**src/rtl/password_guard_ctrl_pkg.sv**
```systemverilog
// rtl/password_guard_ctrl_pkg.sv - state encodings and status LED codes for the password guard
package password_guard_ctrl_pkg;

    typedef enum logic [1:0] {
        ST_ARMED  = 2'd0,
        ST_OPEN   = 2'd1,
        ST_LOCKED = 2'd2,
        ST_ALARM  = 2'd3
    } guard_state_t;

    localparam logic [3:0] LED_ARMED  = 4'b0001;
    localparam logic [3:0] LED_OPEN   = 4'b0010;
    localparam logic [3:0] LED_LOCKED = 4'b0100;
    localparam logic [3:0] LED_ALARM  = 4'b1000;

    function automatic logic [3:0] state_led_of(guard_state_t s);
        case (s)
            ST_OPEN:   return LED_OPEN;
            ST_LOCKED: return LED_LOCKED;
            ST_ALARM:  return LED_ALARM;
            default:   return LED_ARMED;
        endcase
    endfunction

endpackage

```
**src/rtl/password_guard_ctrl_if.sv**
```systemverilog
// rtl/password_guard_ctrl_if.sv - event inputs and status outputs of the password guard
interface password_guard_ctrl_if;
    logic       tick;
    logic       attempt_ok;
    logic       attempt_fail;
    logic       admin_clr;
    logic       entry_en;
    logic       admitted;
    logic       locked;
    logic       alarm;
    logic [2:0] fail_count;
    logic [7:0] remaining;
    logic [3:0] state_led;

    modport master (
        output tick, attempt_ok, attempt_fail, admin_clr,
        input  entry_en, admitted, locked, alarm, fail_count, remaining, state_led
    );

    modport slave (
        input  tick, attempt_ok, attempt_fail, admin_clr,
        output entry_en, admitted, locked, alarm, fail_count, remaining, state_led
    );
endinterface

```
**src/rtl/password_guard_ctrl_tick_down_counter.sv**
```systemverilog
// rtl/password_guard_ctrl_tick_down_counter.sv - loadable 8-bit tick countdown shared by the open and lockout windows
module password_guard_ctrl_tick_down_counter (
    input  logic       clk,
    input  logic       rst,
    input  logic       clear,
    input  logic       load,
    input  logic [7:0] load_val,
    input  logic       tick,
    output logic [7:0] count,
    output logic       done
);

    // Load beats tick so a freshly opened window starts at its full length.
    always_ff @(posedge clk or negedge rst) begin
        if (!rst) begin
            count <= 8'd0;
        end else if (clear) begin
            count <= 8'd0;
        end else if (load) begin
            count <= load_val;
        end else if (tick && count != 8'd0) begin
            count <= count - 8'd1;
        end
    end

    assign done = tick && (count == 8'd1);

endmodule

```
**src/rtl/password_guard_ctrl.sv**
```systemverilog
// rtl/password_guard_ctrl.sv - supervisory FSM: open window, timed lockout and latched alarm
module password_guard_ctrl
    import password_guard_ctrl_pkg::*;
#(
    parameter int MAX_FAILS  = 3,
    parameter int LOCK_TICKS = 30,
    parameter int OPEN_TICKS = 12,
    parameter int MAX_LOCKS  = 2
) (
    input logic                 clk,
    input logic                 rst,
    password_guard_ctrl_if.slave bus
);

    guard_state_t state_q, state_d;
    logic [2:0]   fail_q, fail_d, fail_inc;
    logic [1:0]   lock_q, lock_d;
    logic         load;
    logic [7:0]   load_val;
    logic [7:0]   count;
    logic         win_done;
    logic         entry_en_q, admitted_q, locked_q, alarm_q;
    logic [3:0]   led_q;

    password_guard_ctrl_tick_down_counter u_window (
        .clk      (clk),
        .rst      (rst),
        .clear    (bus.admin_clr),
        .load     (load),
        .load_val (load_val),
        .tick     (bus.tick),
        .count    (count),
        .done     (win_done)
    );

    assign fail_inc = (fail_q == 3'(MAX_FAILS)) ? fail_q : fail_q + 3'd1;

    always_comb begin
        state_d  = state_q;
        fail_d   = fail_q;
        lock_d   = lock_q;
        load     = 1'b0;
        load_val = 8'd0;
        if (bus.admin_clr) begin
            state_d = ST_ARMED;
            fail_d  = 3'd0;
            lock_d  = 2'd0;
        end else begin
            case (state_q)
                ST_ARMED: begin
                    // A failure reported alongside a match takes precedence.
                    if (bus.attempt_fail) begin
                        fail_d = fail_inc;
                        if (fail_inc == 3'(MAX_FAILS)) begin
                            if (lock_q < 2'(MAX_LOCKS)) begin
                                state_d  = ST_LOCKED;
                                fail_d   = 3'd0;
                                lock_d   = lock_q + 2'd1;
                                load     = 1'b1;
                                load_val = 8'(LOCK_TICKS);
                            end else begin
                                state_d = ST_ALARM;
                            end
                        end
                    end else if (bus.attempt_ok) begin
                        state_d  = ST_OPEN;
                        fail_d   = 3'd0;
                        lock_d   = 2'd0;
                        load     = 1'b1;
                        load_val = 8'(OPEN_TICKS);
                    end
                end
                ST_OPEN, ST_LOCKED: begin
                    if (win_done) state_d = ST_ARMED;
                end
                ST_ALARM: begin
                    state_d = ST_ALARM;
                end
                default: begin
                    state_d = ST_ARMED;
                    fail_d  = 3'd0;
                    lock_d  = 2'd0;
                end
            endcase
        end
    end

    // Status flags are decoded from the next state so they change with it.
    always_ff @(posedge clk or negedge rst) begin
        if (!rst) begin
            state_q    <= ST_ARMED;
            fail_q     <= 3'd0;
            lock_q     <= 2'd0;
            entry_en_q <= 1'b1;
            admitted_q <= 1'b0;
            locked_q   <= 1'b0;
            alarm_q    <= 1'b0;
            led_q      <= LED_ARMED;
        end else begin
            state_q    <= state_d;
            fail_q     <= fail_d;
            lock_q     <= lock_d;
            entry_en_q <= (state_d == ST_ARMED);
            admitted_q <= (state_d == ST_OPEN);
            locked_q   <= (state_d == ST_LOCKED);
            alarm_q    <= (state_d == ST_ALARM);
            led_q      <= state_led_of(state_d);
        end
    end

    assign bus.entry_en   = entry_en_q;
    assign bus.admitted   = admitted_q;
    assign bus.locked     = locked_q;
    assign bus.alarm      = alarm_q;
    assign bus.fail_count = fail_q;
    assign bus.remaining  = count;
    assign bus.state_led  = led_q;

endmodule

```
**src/flat_wrapper.sv**
```systemverilog
// flat-port wrapper written by rule: the top's interface ports become plain ports
module password_guard_ctrl_flat import password_guard_ctrl_pkg::*;
#(
    parameter int MAX_FAILS  = 3,
    parameter int LOCK_TICKS = 30,
    parameter int OPEN_TICKS = 12,
    parameter int MAX_LOCKS  = 2
)
  (clk, rst, bus_tick, bus_attempt_ok, bus_attempt_fail, bus_admin_clr, bus_entry_en, bus_admitted, bus_locked, bus_alarm, bus_fail_count, bus_remaining, bus_state_led);
  password_guard_ctrl_if bus_i ();
  input logic clk;
  input logic rst;
  input wire logic [$bits(bus_i.tick)-1:0] bus_tick;
  input wire logic [$bits(bus_i.attempt_ok)-1:0] bus_attempt_ok;
  input wire logic [$bits(bus_i.attempt_fail)-1:0] bus_attempt_fail;
  input wire logic [$bits(bus_i.admin_clr)-1:0] bus_admin_clr;
  output wire logic [$bits(bus_i.entry_en)-1:0] bus_entry_en;
  output wire logic [$bits(bus_i.admitted)-1:0] bus_admitted;
  output wire logic [$bits(bus_i.locked)-1:0] bus_locked;
  output wire logic [$bits(bus_i.alarm)-1:0] bus_alarm;
  output wire logic [$bits(bus_i.fail_count)-1:0] bus_fail_count;
  output wire logic [$bits(bus_i.remaining)-1:0] bus_remaining;
  output wire logic [$bits(bus_i.state_led)-1:0] bus_state_led;
  assign bus_i.tick = bus_tick;
  assign bus_i.attempt_ok = bus_attempt_ok;
  assign bus_i.attempt_fail = bus_attempt_fail;
  assign bus_i.admin_clr = bus_admin_clr;
  assign bus_entry_en = bus_i.entry_en;
  assign bus_admitted = bus_i.admitted;
  assign bus_locked = bus_i.locked;
  assign bus_alarm = bus_i.alarm;
  assign bus_fail_count = bus_i.fail_count;
  assign bus_remaining = bus_i.remaining;
  assign bus_state_led = bus_i.state_led;
  password_guard_ctrl #(.MAX_FAILS(MAX_FAILS), .LOCK_TICKS(LOCK_TICKS), .OPEN_TICKS(OPEN_TICKS), .MAX_LOCKS(MAX_LOCKS)) u_core (.clk(clk), .rst(rst), .bus(bus_i));
endmodule
```
**config.mk**
```make
export PLATFORM = sky130hd
export DESIGN_NAME = password_guard_ctrl_flat
export DESIGN_NICKNAME = d
export VERILOG_FILES = /design/src/rtl/password_guard_ctrl_pkg.sv /design/src/rtl/password_guard_ctrl_if.sv /design/src/rtl/password_guard_ctrl_tick_down_counter.sv /design/src/rtl/password_guard_ctrl.sv /design/src/flat_wrapper.sv
export SDC_FILE = /design/constraint.sdc
export NUM_CORES = 1
export LEC_CHECK = 0
export CAP_MARGIN = 5
export CORE_ASPECT_RATIO = 1.25
export CORE_MARGIN = 5
export CORE_UTILIZATION = 40
export CTS_CLUSTER_SIZE = 25
export DETAILED_ROUTE_END_ITERATION = 8
export HOLD_SLACK_MARGIN = 0.06
export PLACE_DENSITY = 0.68
export SETUP_SLACK_MARGIN = 0.1
export SLEW_MARGIN = 20
export SYNTH_ARGS = -nofsm -noshare
export SYNTH_HDL_FRONTEND = slang
export SYNTH_SLANG_ARGS = --single-unit
```
**constraint.sdc**
```tcl
create_clock -name clk -period 1.8 [get_ports clk]
set_clock_uncertainty 0.15 [all_clocks]
set_input_delay 0.36 -clock clk [delete_from_list [all_inputs] [get_ports clk]]
set_output_delay 0.36 -clock clk [all_outputs]
set_load 0.01 [all_outputs]
```
Word level (Yosys, flattened, before mapping)
Cells that the tools add are included.
{ "word_totals": {"register_bits": 23, "in_bits": 6, "output_inout_bits": 19, "elab_cells": 70} }
{ "classes": {"n_addsub": 3, "order_cmp": 1, "n_eq_ne": 11, "n_mux": 35, "reduce_logical": 11} }
{ "op_table": {"columns": ["operator", "count"], "rows": [
  ["$mux W8", 6],
  ["$mux W2", 11],
  ["$mux W3", 7],
  ["$pmux W4 S3", 1],
  ["$eq A2 B2 Y1 const B", 4],
  ["$eq A8 B1 Y1 const B", 1],
  ["$reduce_bool A8 Y1", 1],
  ["$sub A8 B1 Y8 const B", 1],
  ["$mux W1", 7],
  ["$eq A3 B2 Y1 const B", 2],
  ["$ne A3 B1 Y1 const B", 2],
  ["$pmux W2 S3", 1],
  ["$reduce_bool A3 Y1", 2],
  ["$mux W5", 1],
  ["$eq A2 B1 Y1 const B", 2],
  ["$logic_not A2 Y1", 2],
  ["$mux W4", 1],
  ["$reduce_and A4 Y1", 1],
  ["$add A3 B1 Y3 const B", 1],
  ["$add A2 B1 Y2 const B", 1],
  ["$logic_and A1 B1 Y1", 2],
  ["$lt A2 B2 Y1 const B", 1],
  ["$reduce_and A2 Y1", 1],
  ["$reduce_bool A2 Y1", 1],
  ["$reduce_or A2 Y1", 1]
]} }

Longest topological paths before layout
{ "depth": {"ltp_word": 9, "mapped_depth": 6, "ltp_nobuf": 6} }

Hierarchy
From an unflattened synthesis, not the netlist that was laid out.
{ "unflattened": {"hier_cells": 132, "hier_area_um2": 1242.4} }
{ "modules_own_cells": {"columns": ["module", "n_inst", "cells_each", "area_each_um2", "seq_area_each_um2"], "rows": [
  ["password_guard_ctrl", 1, 66, 683.2, 276.5],
  ["password_guard_ctrl_tick_down_counter", 1, 66, 559.3, 200.2]
]} }

Worst setup path after synthesis
OpenSTA, ideal clock, no wires.
{ "synth_timing": {"kind": "register to register", "start": "register u_core.u_window.count[0]", "end": "register u_core.u_window.count[4]", "setup_time_ns": 0.123, "arrival_time_ns": 1.651, "required_time_ns": 1.527, "path_slack_ns": -0.123, "stages_incl_launch_ff": 7, "path_buffers": 0, "period_less_slack_ns": 1.923, "cell_sequence": "dfrtp_1 -> inv_1 -> ha_1 -> nor3b_2 -> a21oi_1 -> o22a_1 -> o221a_2"} }
{ "synth_between": {"elab_chain_cells": 4, "word_cells_on_any_way": 7, "classes_between": "1 x add/sub; 3 x mux; 3 x reduce/logical"} }
{ "synth_lines": {"columns": ["element", "line", "rtl"], "rows": [
  ["from (decl)", "password_guard_ctrl_tick_down_counter.sv:9", "output logic [7:0] count,"],
  ["from (signal assigned)", "password_guard_ctrl_tick_down_counter.sv:20", "count <= load_val;"],
  ["from (signal assigned)", "password_guard_ctrl_tick_down_counter.sv:22", "count <= count - 8'd1;"],
  ["$sub A8 B1 Y8", "password_guard_ctrl_tick_down_counter.sv:22", null],
  ["$mux W8", "password_guard_ctrl_tick_down_counter.sv:21", "end else if (tick && count != 8'd0) begin"],
  ["$mux W8", "password_guard_ctrl_tick_down_counter.sv:19", "end else if (load) begin"],
  ["$mux W8", "password_guard_ctrl_tick_down_counter.sv:17", "end else if (clear) begin"]
]} }
Parallel ways exist; a longest one is shown, timed or not. The select of a mux whose other input is x is not followed.
A chain may end at the register's enable or synchronous reset.

Worst setup path in the final report
{ "layout_timing": {"start": "register u_core.u_window.count[1]", "end": "register u_core.state_q[0]"} }
{ "layout_between": {"elab_chain_cells": 5} }
{ "layout_lines": {"columns": ["element", "line", "rtl"], "rows": [
  ["$eq A8 B1 Y1", "password_guard_ctrl_tick_down_counter.sv:26", "assign done = tick && (count == 8'd1);"],
  ["$logic_and A1 B1 Y1", "password_guard_ctrl_tick_down_counter.sv:26", null],
  ["$mux W2", "password_guard_ctrl.sv:74", "if (win_done) state_d = ST_ARMED;"],
  ["$pmux W2 S3", "password_guard_ctrl.sv:49", "case (state_q)"],
  ["$mux W2", "password_guard_ctrl.sv:44", "if (bus.admin_clr) begin"],
  ["named net u_core.state_d[0]", "password_guard_ctrl.sv:15", "guard_state_t state_q, state_d;"],
  ["to (signal assigned)", "password_guard_ctrl.sv:100", "state_q <= state_d;"],
  ["to (decl)", "password_guard_ctrl.sv:15", null]
]} }
The timed path passes the listed nets, and every way through them passes these cells.

==> results.tsv <==
metric	value	unit
finalCriticalPeriod	1.78	ns
syn_nets	125	
cpMostUsedCell	a21boi_2	
drc	0	
clkLatencyLatePin	0.29	ns
worstMarginPinSlew	0.373	ns
power.switching	0.00142	W
multiInputGateArea	729	um^2
synth-warning-count	0	
critPathMaxFanout	4	
syn_area	1130	um^2
drtPass1Iterations	4	
synthToLayoutAreaGrowth	66.0	%
synthArstFlopShare	1.00	
r2r_end	u_core.state_q[0]$_DFF_PN0_	
p_int	0.00202	W
synth_seq_cells	19	
crit_path_cell_trace	inv_2 > buf_6 > ha_2 > nor4bb_4 > a21boi_2 > a21boi_2 > nor2_1	
fp.coreArea	2710	um^2
grt-ovfl-total	0	
rrSetupSlack	0.02	ns
seqCellArea	479	um^2
antenna_found_initial	0	
cap_viol_max_count	0	
ys_seq_area_frac	0.421	
r2r_start	u_core.u_window.count[1]$_DFFE_PN0P_	
grt_pass1_vias	1223	
critical_path_class	reg2reg	
gp_congestion	0.855	
hold_slack	0.241	ns
cts_buffers	3	
final_util	0.694	
p_per_area	1830	nW/um^2
finalHoldViolations	0	
status	completed	
cp-startpoint	u_core.u_window.count[1]$_DFFE_PN0P_	
finalMaxSlewViolations	0	
max_freq	562	MHz
swShare	0.413	
clkTransAtPathRegs	0.10	ns
h-tree-depth	1	
setup_violations	0	
die_area	4000	um^2
grt_max_degree	20	
die_width	57.6	um
power_frac_clock	0.060	
setup_slack	0.0195	ns
ios	25	
crit_family	flip-flops	
crit_required	1.83	ns
placed_area	1610	um^2
endpoint_kind	register	
relSlewSlack	0.751	
route.vias.total	1153	
dieHeight	69.5	um
design_area	1880	um^2
hpwlAfterDp	2270	um
nNetsFinal	191	
synth_edf_count	0	
p_leak	0.914	nW
clockRootBuffer	clkbuf_4	
syn_avg_cell_area	9.92	um^2
fin_crit_sh	0.989	
drive_gt1_frac	0.436	
post-place-ws	-0.364	ns
track_usage	0.164	
fin_setup_tns	0	ns
pwr-share-seq	0.197	
grt_pass1_wl	5270	um
crit_arrival	1.81	ns
critPathBufInv	2	
power_frac_comb	0.743	
clk_path_buf_depth	2	
synth_ff_type	dfrtp_1	
hp-class	in2async	
rsz0062_at_grt	yes	
drt_iter0_markers	32	
via_per_inst	5.41	
ant_nets	0	
tritoncts	done	
ys_types	41	
fill_cells	216	
synth_cells	114	
wl_per_cell	15.7	um
start_util	0.418	
start_kind	register	
routed_wirelength	3340	um
port_buffers	24	
vdd_ir_drop_max	1.18	mV
cts_sinks	19	
insertedDiodeCount	0	
r2r_cells	7	
critPathMaxStageDelay	0.43	ns
slowest_stage	dfrtp_1	
num_rows	21	
==> synthesized netlist by cell type (all sizes together), types with 4 or more instances <==
master  count  share of area
dfrtp      18           0.40
nor2       12          0.040
a21oi      10          0.044
inv         8          0.027
ha          5          0.055
a211oi      4          0.027
a21o        4          0.027
buf         4          0.027
mux2i       4          0.035
nand2       4          0.013
==> sequential cells by signal, indices dropped and copies added, names as in the netlist <==
| name | flops |
|---|---|
| u_core.bus.alarm | 1 |
| u_core.bus.fail_count | 3 |
| u_core.bus.locked | 1 |
| u_core.bus.state_led | 2 |
| u_core.lock_q | 2 |
| u_core.state_q | 2 |
| u_core.u_window.count | 8 |
==> stage by stage <==
stage | total power (W) | instances
after global placement | 0.00258 | 196
after CTS | 0.00303 | 209
after floorplan | 0.00176 | 114
after global routing | 0.00368 | 213
after detailed placement | 0.00264 | 196
final | 0.00344 | 213
==> worst max-delay path by stage <==
stage / end / slack, ns / cells after the start
floorplan: u_core.u_window.count[5]$_DFFE_PN0P_ / -0.008 / 4
global placement: u_core.bus.state_led[1]$_DFF_PN0_ / -0.28 / 6
CTS: u_core.u_window.count[5]$_DFFE_PN0P_ / -0.01 / 5
finish: u_core.state_q[0]$_DFF_PN0_ / 0.02 / 7
global route: u_core.state_q[0]$_DFF_PN0_ / -0.03 / 7
detailed placement: u_core.bus.state_led[1]$_DFF_PN0_ / -0.36 / 6
==> cell type report <==
| class | instances | area share |
|---|---|---|
| Clock buffer | 4 | 0.0140 |
| Inverter | 8 | 0.0160 |
| Multi-Input combinational cell | 81 | 0.388 |
| Sequential cell | 19 | 0.255 |
| Tap cell | 34 | 0.0227 |
| Timing Repair Buffer | 67 | 0.304 |
==> power by group through the flow <==
stage / sequential (W) / combinational (W) / clock, W
floorplan: 0.000821 / 0.000938 / 0
CTS: 0.000666 / 0.00214 / 0.000216
global placement: 0.000691 / 0.00189 / 0
detailed placement: 0.000701 / 0.00194 / 0
global route: 0.000696 / 0.00276 / 0.000230
finish: 0.000678 / 0.00256 / 0.000207
==> routing by layer <==
metal,vias to the layer above,routed length [um],GRT usage
met1,561,1260,0.188
met2,36,1840,0.291
met3,12,130,0.0186
met4,0,111,0.0799
li1,544,-,-
met5,-,0,0
==> logic make-up (layout without fill, tap and decap cells) <==
logic type	count (synthesis)	after routing	synth area share
flops	19	19	0.421
xor+xnor	4	4	0.0310
compound gates	32	32	0.204
simple gates	36	36	0.194
fa+ha+maj	5	5	0.0553
buf+inv	14	79	0.0597
mux	4	4	0.0354
==> cell usage in the layout (no fill, tap or decap), types with 3 or more instances in the layout <==
cell type        instances
nor2_1                  11
dlygate4sd2_1           16
buf_4                   35
inv_1                    6
ha_1                     3
a21oi_1                  7
buf_6                    8
clkdlybuf4s50_1          4
mux2i_1                  4
a21o_1                   4
dfrtp_1                 16
clkbuf_4                 3
==> timing repair <==
action | 4_1_cts | 5_1_grt
setup endpoints to repair | 30 | 17
setup buffers | 9 | 4
pin swaps | 7 | 17
endpoints found under the hold margin | 0 | 0
hold buffers | 0 | 0
gates resized for setup | 30 | 31
(Power assumes the default switching activity.)
